File: config.mk
export PLATFORM = sky130hd
export DESIGN_NAME = load_store_unit_flat
export DESIGN_NICKNAME = d
export VERILOG_FILES = /design/src/rtl/load_store_unit_if.sv /design/src/rtl/load_store_unit.sv /design/src/flat_wrapper.sv
export SDC_FILE = /design/constraint.sdc
export NUM_CORES = 1
export LEC_CHECK = 0
export BUFFER_PORTS_ARGS = -buffer_cell sky130_fd_sc_hd__buf_2
export CORE_ASPECT_RATIO = 2
export CORE_MARGIN = 1
export CORE_UTILIZATION = 51
export CTS_CLUSTER_SIZE = 10
export DETAILED_ROUTE_END_ITERATION = 7
export PLACE_DENSITY = 0.77
export REMOVE_ABC_BUFFERS = 1
export SYNTH_ARGS = -nofsm -noshare
export SYNTH_HDL_FRONTEND = slang
export SYNTH_SLANG_ARGS = --single-unit
File: constraint.sdc
create_clock -name clk -period 2.59 [get_ports clk]
set_clock_uncertainty 0.05 [all_clocks]
set_input_delay 0.259 -clock clk [delete_from_list [all_inputs] [get_ports clk]]
set_output_delay 0.259 -clock clk [all_outputs]
set_load 0.02 [all_outputs]
File: src/rtl/load_store_unit_if.sv
// Purpose: bundles the load/store request/response handshake and the data-RAM
//          port of the load/store unit into a single interface.
// Signals:
//   req_valid/req_ready/req_we/req_funct3/req_addr/req_wdata : request from execute stage
//   resp_valid/resp_rdata/resp_err                           : completion back to pipeline
//   mem_read/mem_write/mem_size/mem_addr/mem_wdata           : commands to the data RAM
//   mem_rdata                                                : RAM read data (one cycle after mem_read)
// Modports:
//   slave  : the load/store unit's view
//   master : the environment's view (pipeline + RAM)
interface load_store_unit_if #(
    parameter int unsigned ADDR_W = 32
);
    logic              req_valid;
    logic              req_ready;
    logic              req_we;
    logic [2:0]        req_funct3;
    logic [ADDR_W-1:0] req_addr;
    logic [31:0]       req_wdata;

    logic              resp_valid;
    logic [31:0]       resp_rdata;
    logic              resp_err;

    logic              mem_read;
    logic              mem_write;
    logic [2:0]        mem_size;
    logic [ADDR_W-1:0] mem_addr;
    logic [31:0]       mem_wdata;
    logic [31:0]       mem_rdata;

    modport slave (
        input  req_valid, req_we, req_funct3, req_addr, req_wdata, mem_rdata,
        output req_ready, resp_valid, resp_rdata, resp_err,
               mem_read, mem_write, mem_size, mem_addr, mem_wdata
    );

    modport master (
        output req_valid, req_we, req_funct3, req_addr, req_wdata, mem_rdata,
        input  req_ready, resp_valid, resp_rdata, resp_err,
               mem_read, mem_write, mem_size, mem_addr, mem_wdata
    );
endinterface

File: src/rtl/load_store_unit.sv
// Purpose: CPU-side initiator for the data RAM. Accepts one load/store per
//          handshake, issues aligned word reads (lane extraction and sign/zero
//          extension done locally), issues byte/word writes and splits halfword
//          stores into two byte writes. Misaligned, out-of-range and illegal
//          requests complete with resp_err and never touch the RAM.
// Ports:
//   clk    : clock, rising edge
//   resetn : asynchronous active-low reset
//   bus    : load_store_unit_if.slave (request, response and RAM signals)
module load_store_unit #(
    parameter int unsigned ADDR_W    = 32,
    parameter int unsigned MEM_WORDS = 8001
) (
    input  logic             clk,
    input  logic             resetn,
    load_store_unit_if.slave bus
);

    localparam logic [2:0] ST_IDLE  = 3'd0;
    localparam logic [2:0] ST_RD    = 3'd1;
    localparam logic [2:0] ST_CAP   = 3'd2;
    localparam logic [2:0] ST_WR    = 3'd3;
    localparam logic [2:0] ST_WR_LO = 3'd4;
    localparam logic [2:0] ST_WR_HI = 3'd5;
    localparam logic [2:0] ST_RESP  = 3'd6;

    localparam logic [2:0] SIZE_BYTE = 3'b000;
    localparam logic [2:0] SIZE_WORD = 3'b010;

    localparam logic [ADDR_W-3:0] LP_MEM_WORDS = (ADDR_W-2)'(MEM_WORDS);

    // State and captured request
    logic [2:0]        r_state,  w_state;
    logic [2:0]        r_funct3, w_funct3;
    logic [ADDR_W-1:0] r_addr,   w_addr;
    logic [31:0]       r_wdata,  w_wdata;

    // Registered outputs
    logic              r_resp_valid, w_resp_valid;
    logic [31:0]       r_resp_rdata, w_resp_rdata;
    logic              r_resp_err,   w_resp_err;
    logic              r_mem_read,   w_mem_read;
    logic              r_mem_write,  w_mem_write;
    logic [2:0]        r_mem_size,   w_mem_size;
    logic [ADDR_W-1:0] r_mem_addr,   w_mem_addr;
    logic [31:0]       r_mem_wdata,  w_mem_wdata;

    logic        w_accept;
    logic        w_f3_bad;
    logic        w_misalign;
    logic        w_out_of_range;
    logic        w_req_err;
    logic [7:0]  w_lane_byte;
    logic [15:0] w_lane_half;
    logic [31:0] w_load_data;

    assign w_accept = bus.req_valid && (r_state == ST_IDLE);

    // Request legality, evaluated on the live request at accept time.
    always_comb begin
        w_f3_bad = (bus.req_funct3 == 3'b011) || (bus.req_funct3 == 3'b110) ||
                   (bus.req_funct3 == 3'b111) || (bus.req_we && bus.req_funct3[2]);
        w_misalign = ((bus.req_funct3[1:0] == 2'b01) && bus.req_addr[0]) ||
                     ((bus.req_funct3[1:0] == 2'b10) && (bus.req_addr[1:0] != 2'b00));
        w_out_of_range = bus.req_addr[ADDR_W-1:2] >= LP_MEM_WORDS;
        w_req_err = w_f3_bad || w_misalign || w_out_of_range;
    end

    // Lane extraction from the word returned by the RAM during CAP.
    always_comb begin
        unique case (r_addr[1:0])
            2'b00:   w_lane_byte = bus.mem_rdata[7:0];
            2'b01:   w_lane_byte = bus.mem_rdata[15:8];
            2'b10:   w_lane_byte = bus.mem_rdata[23:16];
            default: w_lane_byte = bus.mem_rdata[31:24];
        endcase
        w_lane_half = r_addr[1] ? bus.mem_rdata[31:16] : bus.mem_rdata[15:0];
        unique case (r_funct3)
            3'b000:  w_load_data = {{24{w_lane_byte[7]}}, w_lane_byte};
            3'b100:  w_load_data = {24'b0, w_lane_byte};
            3'b001:  w_load_data = {{16{w_lane_half[15]}}, w_lane_half};
            3'b101:  w_load_data = {16'b0, w_lane_half};
            default: w_load_data = bus.mem_rdata;
        endcase
    end

    // Next state and next registered outputs.
    always_comb begin
        w_state      = r_state;
        w_funct3     = r_funct3;
        w_addr       = r_addr;
        w_wdata      = r_wdata;
        w_resp_valid = r_resp_valid;
        w_resp_rdata = r_resp_rdata;
        w_resp_err   = r_resp_err;
        w_mem_read   = r_mem_read;
        w_mem_write  = r_mem_write;
        w_mem_size   = r_mem_size;
        w_mem_addr   = r_mem_addr;
        w_mem_wdata  = r_mem_wdata;

        case (r_state)
            ST_IDLE: begin
                if (w_accept) begin
                    w_funct3 = bus.req_funct3;
                    w_addr   = bus.req_addr;
                    w_wdata  = bus.req_wdata;
                    if (w_req_err) begin
                        w_state      = ST_RESP;
                        w_resp_valid = 1'b1;
                        w_resp_err   = 1'b1;
                        w_resp_rdata = 32'h0;
                    end else if (!bus.req_we) begin
                        w_state    = ST_RD;
                        w_mem_read = 1'b1;
                        w_mem_size = SIZE_WORD;
                        w_mem_addr = {bus.req_addr[ADDR_W-1:2], 2'b00};
                    end else if (bus.req_funct3[1:0] == 2'b01) begin
                        // Halfword store: low byte first, high byte next cycle.
                        w_state     = ST_WR_LO;
                        w_mem_write = 1'b1;
                        w_mem_size  = SIZE_BYTE;
                        w_mem_addr  = bus.req_addr;
                        w_mem_wdata = {24'b0, bus.req_wdata[7:0]};
                    end else begin
                        w_state     = ST_WR;
                        w_mem_write = 1'b1;
                        w_mem_addr  = bus.req_addr;
                        if (bus.req_funct3[1:0] == 2'b10) begin
                            w_mem_size  = SIZE_WORD;
                            w_mem_wdata = bus.req_wdata;
                        end else begin
                            w_mem_size  = SIZE_BYTE;
                            w_mem_wdata = {24'b0, bus.req_wdata[7:0]};
                        end
                    end
                end
            end
            ST_RD: begin
                w_state    = ST_CAP;
                w_mem_read = 1'b0;
            end
            ST_CAP: begin
                w_state      = ST_RESP;
                w_resp_valid = 1'b1;
                w_resp_err   = 1'b0;
                w_resp_rdata = w_load_data;
            end
            ST_WR, ST_WR_HI: begin
                w_state      = ST_RESP;
                w_mem_write  = 1'b0;
                w_resp_valid = 1'b1;
                w_resp_err   = 1'b0;
                w_resp_rdata = 32'h0;
            end
            ST_WR_LO: begin
                // SH addresses are even, so addr+1 only sets bit 0.
                w_state     = ST_WR_HI;
                w_mem_size  = SIZE_BYTE;
                w_mem_addr  = {r_addr[ADDR_W-1:1], 1'b1};
                w_mem_wdata = {24'b0, r_wdata[15:8]};
            end
            ST_RESP: begin
                w_state      = ST_IDLE;
                w_resp_valid = 1'b0;
                w_resp_err   = 1'b0;
                w_resp_rdata = 32'h0;
            end
            default: begin
                w_state      = ST_IDLE;
                w_resp_valid = 1'b0;
                w_resp_err   = 1'b0;
                w_resp_rdata = 32'h0;
                w_mem_read   = 1'b0;
                w_mem_write  = 1'b0;
            end
        endcase
    end

    always_ff @(posedge clk or negedge resetn) begin
        if (!resetn) begin
            r_state      <= ST_IDLE;
            r_funct3     <= 3'b000;
            r_addr       <= '0;
            r_wdata      <= 32'h0;
            r_resp_valid <= 1'b0;
            r_resp_rdata <= 32'h0;
            r_resp_err   <= 1'b0;
            r_mem_read   <= 1'b0;
            r_mem_write  <= 1'b0;
            r_mem_size   <= 3'b000;
            r_mem_addr   <= '0;
            r_mem_wdata  <= 32'h0;
        end else begin
            r_state      <= w_state;
            r_funct3     <= w_funct3;
            r_addr       <= w_addr;
            r_wdata      <= w_wdata;
            r_resp_valid <= w_resp_valid;
            r_resp_rdata <= w_resp_rdata;
            r_resp_err   <= w_resp_err;
            r_mem_read   <= w_mem_read;
            r_mem_write  <= w_mem_write;
            r_mem_size   <= w_mem_size;
            r_mem_addr   <= w_mem_addr;
            r_mem_wdata  <= w_mem_wdata;
        end
    end

    assign bus.req_ready  = (r_state == ST_IDLE);
    assign bus.resp_valid = r_resp_valid;
    assign bus.resp_rdata = r_resp_rdata;
    assign bus.resp_err   = r_resp_err;
    assign bus.mem_read   = r_mem_read;
    assign bus.mem_write  = r_mem_write;
    assign bus.mem_size   = r_mem_size;
    assign bus.mem_addr   = r_mem_addr;
    assign bus.mem_wdata  = r_mem_wdata;

endmodule

File: src/flat_wrapper.sv
// flat-port wrapper written by rule: the top's interface ports become plain ports
module load_store_unit_flat 
#(
    parameter int unsigned ADDR_W    = 32,
    parameter int unsigned MEM_WORDS = 8001
)
  (clk, resetn, bus_req_valid, bus_req_we, bus_req_funct3, bus_req_addr, bus_req_wdata, bus_mem_rdata, bus_req_ready, bus_resp_valid, bus_resp_rdata, bus_resp_err, bus_mem_read, bus_mem_write, bus_mem_size, bus_mem_addr, bus_mem_wdata);
  load_store_unit_if #(.ADDR_W(ADDR_W)) bus_i ();
  input  logic clk;
  input  logic resetn;
  input wire logic [$bits(bus_i.req_valid)-1:0] bus_req_valid;
  input wire logic [$bits(bus_i.req_we)-1:0] bus_req_we;
  input wire logic [$bits(bus_i.req_funct3)-1:0] bus_req_funct3;
  input wire logic [$bits(bus_i.req_addr)-1:0] bus_req_addr;
  input wire logic [$bits(bus_i.req_wdata)-1:0] bus_req_wdata;
  input wire logic [$bits(bus_i.mem_rdata)-1:0] bus_mem_rdata;
  output wire logic [$bits(bus_i.req_ready)-1:0] bus_req_ready;
  output wire logic [$bits(bus_i.resp_valid)-1:0] bus_resp_valid;
  output wire logic [$bits(bus_i.resp_rdata)-1:0] bus_resp_rdata;
  output wire logic [$bits(bus_i.resp_err)-1:0] bus_resp_err;
  output wire logic [$bits(bus_i.mem_read)-1:0] bus_mem_read;
  output wire logic [$bits(bus_i.mem_write)-1:0] bus_mem_write;
  output wire logic [$bits(bus_i.mem_size)-1:0] bus_mem_size;
  output wire logic [$bits(bus_i.mem_addr)-1:0] bus_mem_addr;
  output wire logic [$bits(bus_i.mem_wdata)-1:0] bus_mem_wdata;
  assign bus_i.req_valid = bus_req_valid;
  assign bus_i.req_we = bus_req_we;
  assign bus_i.req_funct3 = bus_req_funct3;
  assign bus_i.req_addr = bus_req_addr;
  assign bus_i.req_wdata = bus_req_wdata;
  assign bus_i.mem_rdata = bus_mem_rdata;
  assign bus_req_ready = bus_i.req_ready;
  assign bus_resp_valid = bus_i.resp_valid;
  assign bus_resp_rdata = bus_i.resp_rdata;
  assign bus_resp_err = bus_i.resp_err;
  assign bus_mem_read = bus_i.mem_read;
  assign bus_mem_write = bus_i.mem_write;
  assign bus_mem_size = bus_i.mem_size;
  assign bus_mem_addr = bus_i.mem_addr;
  assign bus_mem_wdata = bus_i.mem_wdata;
  load_store_unit #(.ADDR_W(ADDR_W), .MEM_WORDS(MEM_WORDS)) u_core (.clk(clk), .resetn(resetn), .bus(bus_i));
endmodule
==> results.md <==
Cells and area:
- Cells fill 67.8% of the core in the end.
- The total number of nets in the final design is 908.
- From synthesis to final layout, the design area changed by 30.0%.
- The top cell types in the final layout, fill and taps aside, are buf_2, dfrtp_1, nand2_1.
- The number of antenna diodes in the final layout is 0.
- Fill cells in the final layout number 921.
- The most common cell after layout, fill and taps aside is buf_2.
- The fraction of final layout cells with drive strength greater than 1 is between 30% and 40%.

Worst setup path:
- The critical path is of the reg2reg type.
- STA classifies the critical path startpoint as a register.
- The worst register-to-register path ends at u_core.bus.mem_wdata[7]$_DFFE_PN0P_.
- The setup check on the worst reg-to-reg path leaves a slack of 0.47 ns.
- For the worst setup path, the data required time is 2.84 ns.
- Counting cells, the worst reg-to-reg path comes to 4.
- Along the worst path, the maximum fanout reaches 32.
- The launch point of the worst reg-to-reg path is u_core.r_state[0]$_DFFE_PN0N_.
- The arrival time of the worst setup path is 2.38 ns.
- STA classifies the critical path endpoint as a register.

CTS:
- Clock tree synthesis found a total of 147 sinks.
- The maximum clock insertion buffer count is 2.
- TritonCTS created 17 clock buffers.
- The H-tree level count is 4.
- TritonCTS built the clock tree.
- The post-CTS clock slew at the launch and capture registers of the worst setup and hold paths is 0.06 ns.
- The root buffer cell is clkbuf_16.
- The clock latency of the later-clocked register in the worst-skew pair is 0.41 ns.

Logic synthesis:
- The area of the mapped netlist is approximately 0.0066 sq mm.
- By area the synthesized netlist is led by dfrtp_1, mux2_2, nand2_1.
- A synthesized cell averages 11.1 sq um.
- The Yosys step of the flow raised 0 warnings.
- After synthesis, the share of flip-flops with an asynchronous set or reset is 100%.
- The share of synthesized area in the top cell type comes to a little under three fifths.
- The post-synthesis cell type count is 48.
- The number of synthesized register bits is 147.
- The cell count after synthesis came out at 589.
- Of the synthesized area, sequential elements account for 56.1%.
- The library cell with the largest summed area after synthesis is dfrtp_1.
- The most used flip-flop cell after synthesis is dfrtp_1.
- Yosys mapped a number of flops with a built-in enable equal to 0.

Worst hold path:
- The number of instances on the worst hold path is 2.
- The worst min-delay path category is in2reg.
- The worst hold path begins at bus_req_wdata[16].
- The worst hold path terminates at u_core.bus.mem_wdata[16]$_DFFE_PN0P_.

Power and ir drop:
- Net switching is 40.2% of the power.
- The share of power burned in registers is 35.9%.
- The cell leakage power is between 0.004 and 0.005 uW.
- The cell internal power dissipation is 6320 uW.
- Summed over all nets, the switching power comes to 4240 uW.
- The power density over the cells is 1240 mW/mm^2.
- Of the total power, the clock network draws 23.4%.
- Per report_power, the combinational group accounts for 40.7% of the total.
- IR analysis of the VDD net gives a maximum drop of 815 uV.

Timing:
- Measured against its own limit, the worst slew margin works out to 50.8%.
- The final number of setup-violating endpoints is 0.
- At the pin with the least slew margin, the transition time is 0.737 ns.
- Of the available clock period, the critical path in the final layout requires 82.0%.
- Setup repair after global routing left no endpoint under its margin.
- The number of hold violations in the final report is 0.
- The slack of the critical path is 0.466 ns.
- Static timing analysis puts the maximum clock frequency at 0.471 GHz.
- After routing, the total negative slack on setup checks comes to 0 ns.
- The routed design could run at a clock period as short as 2.12 ns.
- The count of final max-slew check failures is 0.

Global routing:
- The initial antenna violation count is 0.
- The global-route usage over all layers is around 29%.
- Entering global routing, the biggest net connects between 60 and 70 pins.
- The first global-routing pass estimated 28.5 mm of wire.
- The via count of the first global-routing pass is around 5800.
- The leftover overflow at the end of global routing is 0.

Run:
- The max-capacitance violation count is 0.

Routing:
- After detailed routing, the average wire length per cell comes to 18.7 um.
- The detail route stage leaves a number of antenna-violating nets equal to 0.
- The final routed wirelength across all metal layers is 18.1 mm.
- The routed layout has approximately 5600 vias.
- The starting DRC count in detailed routing is between 300 and 400.
- The post-detailed-route DRC marker count is 0.
- In the routed layout, each cell is associated on average with a via count of 5.84.
- The first detailed-routing pass ran for 8 iterations.

Floorplanning:
- In this run the core area contains 58 standard-cell rows.
- The placeable core region is approximately 0.013 sq mm.
- The area of the die is 0.0133 sq mm.
- Pin placement for this block handled 207 I/O pins.
- The starting utilization of the core area is 52.2%.
- The die is 82.2 um wide.
- The die height is 162 um.

Placed design:
- OpenSTA, run right after detailed placement, puts the worst setup slack at 0.152 ns.
- Input and output buffers added on the ports amount to 204.
- Summed over all nets, the half-perimeter wirelength after detailed placement is 12.9 mm.
- The last weighted congestion value of the routability-driven placer is around 0.89.

Run status:
- The run finished with clean final reports.
critical path, stage by stage (launching register included):
cell and delay (ns):
dfrtp_1 0.56, nor2_1 0.16, nand2_2 0.35, o41a_4 0.50
mux2_2 0.38
logic make-up (layout without fill, tap and decap cells):
family	after synthesis	in the layout	synth area share, %
mux	67	67	11.8
simple gates	165	165	11.4
flops	147	147	56.1
compound gates	162	162	17.5
buf+inv	47	274	3.13
other cells	1	2	0.0572
sequential cells by signal, summed over array words and instances, names as in the netlist:
register               count
u_core.r_state             3
u_core.r_addr             32
u_core.bus.mem_size        1
u_core.bus.mem_write       1
u_core.bus.resp_rdata     32
u_core.bus.mem_addr       32
u_core.bus.resp_valid      1
u_core.bus.mem_read        1
u_core.r_wdata             8
u_core.bus.mem_wdata      32
u_core.bus.resp_err        1
u_core.r_funct3            3
power groups by stage:
| stage | registers (uW) | logic (uW) | clock network [uW] |
|---|---|---|---|
| finish | 3790 | 4300 | 2470 |
| global route | 3890 | 4670 | 2600 |
| CTS | 3780 | 4290 | 2510 |
| detailed placement | 3800 | 4260 | 0 |
| global placement | 3750 | 4120 | 0 |
| floorplan | 4460 | 2040 | 0 |
area by class of cell:
class                      count  area, sq um  share of cell area, %
tap                          150          188                   2.20
timing repair buffer         236         1340                   15.8
clock buffer                  17          425                   4.99
multi-input combinational    396         2690                   31.6
inverter                       7         26.3                  0.308
sequential                   147         3680                   43.2
clock inverter                14          169                   1.98
metal layers:
layer,global-route usage (%),vias to the layer above,wire [um],share of wire [%]
met5,0,-,0,0
met4,15.2,0,772,4.3
met3,8.26,68,1340,7.4
met2,49.4,285,9500,52
met1,30.3,2733,6510,36
li1,-,2559,-,-
stage by stage:
stage | instance area (sq um) | hold WS, ns | std cells | total power (uW)
floorplan | 6380 | -0.0866 | 550 | 6500
global placement | 7820 | 0.0734 | 926 | 7870
detailed placement | 7820 | 0.0775 | 926 | 8070
CTS | 8520 | 0.000874 | 967 | 10600
global route | 8520 | 0.00723 | 967 | 11200
finish | 8520 | 0.0138 | 967 | 10600
Yosys cell counts (2+ instances only):
master and count:
dfrtp_1 147, nand2_1 92, a21oi_1 51, mux2_2 46, o21ai_0 31, o2bb2ai_1 31, nor2_1 29, clkbuf_1 27
a22o_1 26, mux2i_1 14, nor3_1 12, nand3_1 8, a31oi_1 7, inv_1 7, mux2_4 6, buf_2 5
nand2b_1 5, buf_1 4, nor2b_1 3, nor4_1 3, a211oi_1 2, buf_4 2, buf_6 2, nand3b_1 2
nand4_1 2, nor4_2 2, o21a_1 2
worst max-delay path by stage:
stage	startpoint	end	slack (ns)	cells past startpoint
after floorplan	u_core.r_state[2]$_DFFE_PN0N_	u_core.r_addr[0]$_DFFE_PN0P_	-1.64	3
after global placement	bus_req_addr[24]	u_core.bus.mem_wdata[6]$_DFFE_PN0P_	0.22	7
after detailed placement	bus_req_addr[24]	u_core.bus.mem_wdata[2]$_DFFE_PN0P_	0.15	7
after CTS	u_core.r_funct3[2]$_DFFE_PN0P_	u_core.bus.resp_rdata[8]$_DFFE_PN0P_	0.20	5
after global routing	u_core.r_funct3[2]$_DFFE_PN0P_	u_core.bus.resp_rdata[14]$_DFFE_PN0P_	0.33	5
final	u_core.r_state[0]$_DFFE_PN0N_	u_core.bus.mem_wdata[7]$_DFFE_PN0P_	0.47	4
what timing repair did:
action / in CTS / in global routing
setup endpoints to repair: 0 / 5
gates resized for setup: 0 / 1
buffers inserted: 0 / 0
endpoints found under the hold margin: 76 / 0
hold buffers: 10 / 0
Power figures use the tool's default switching activity.
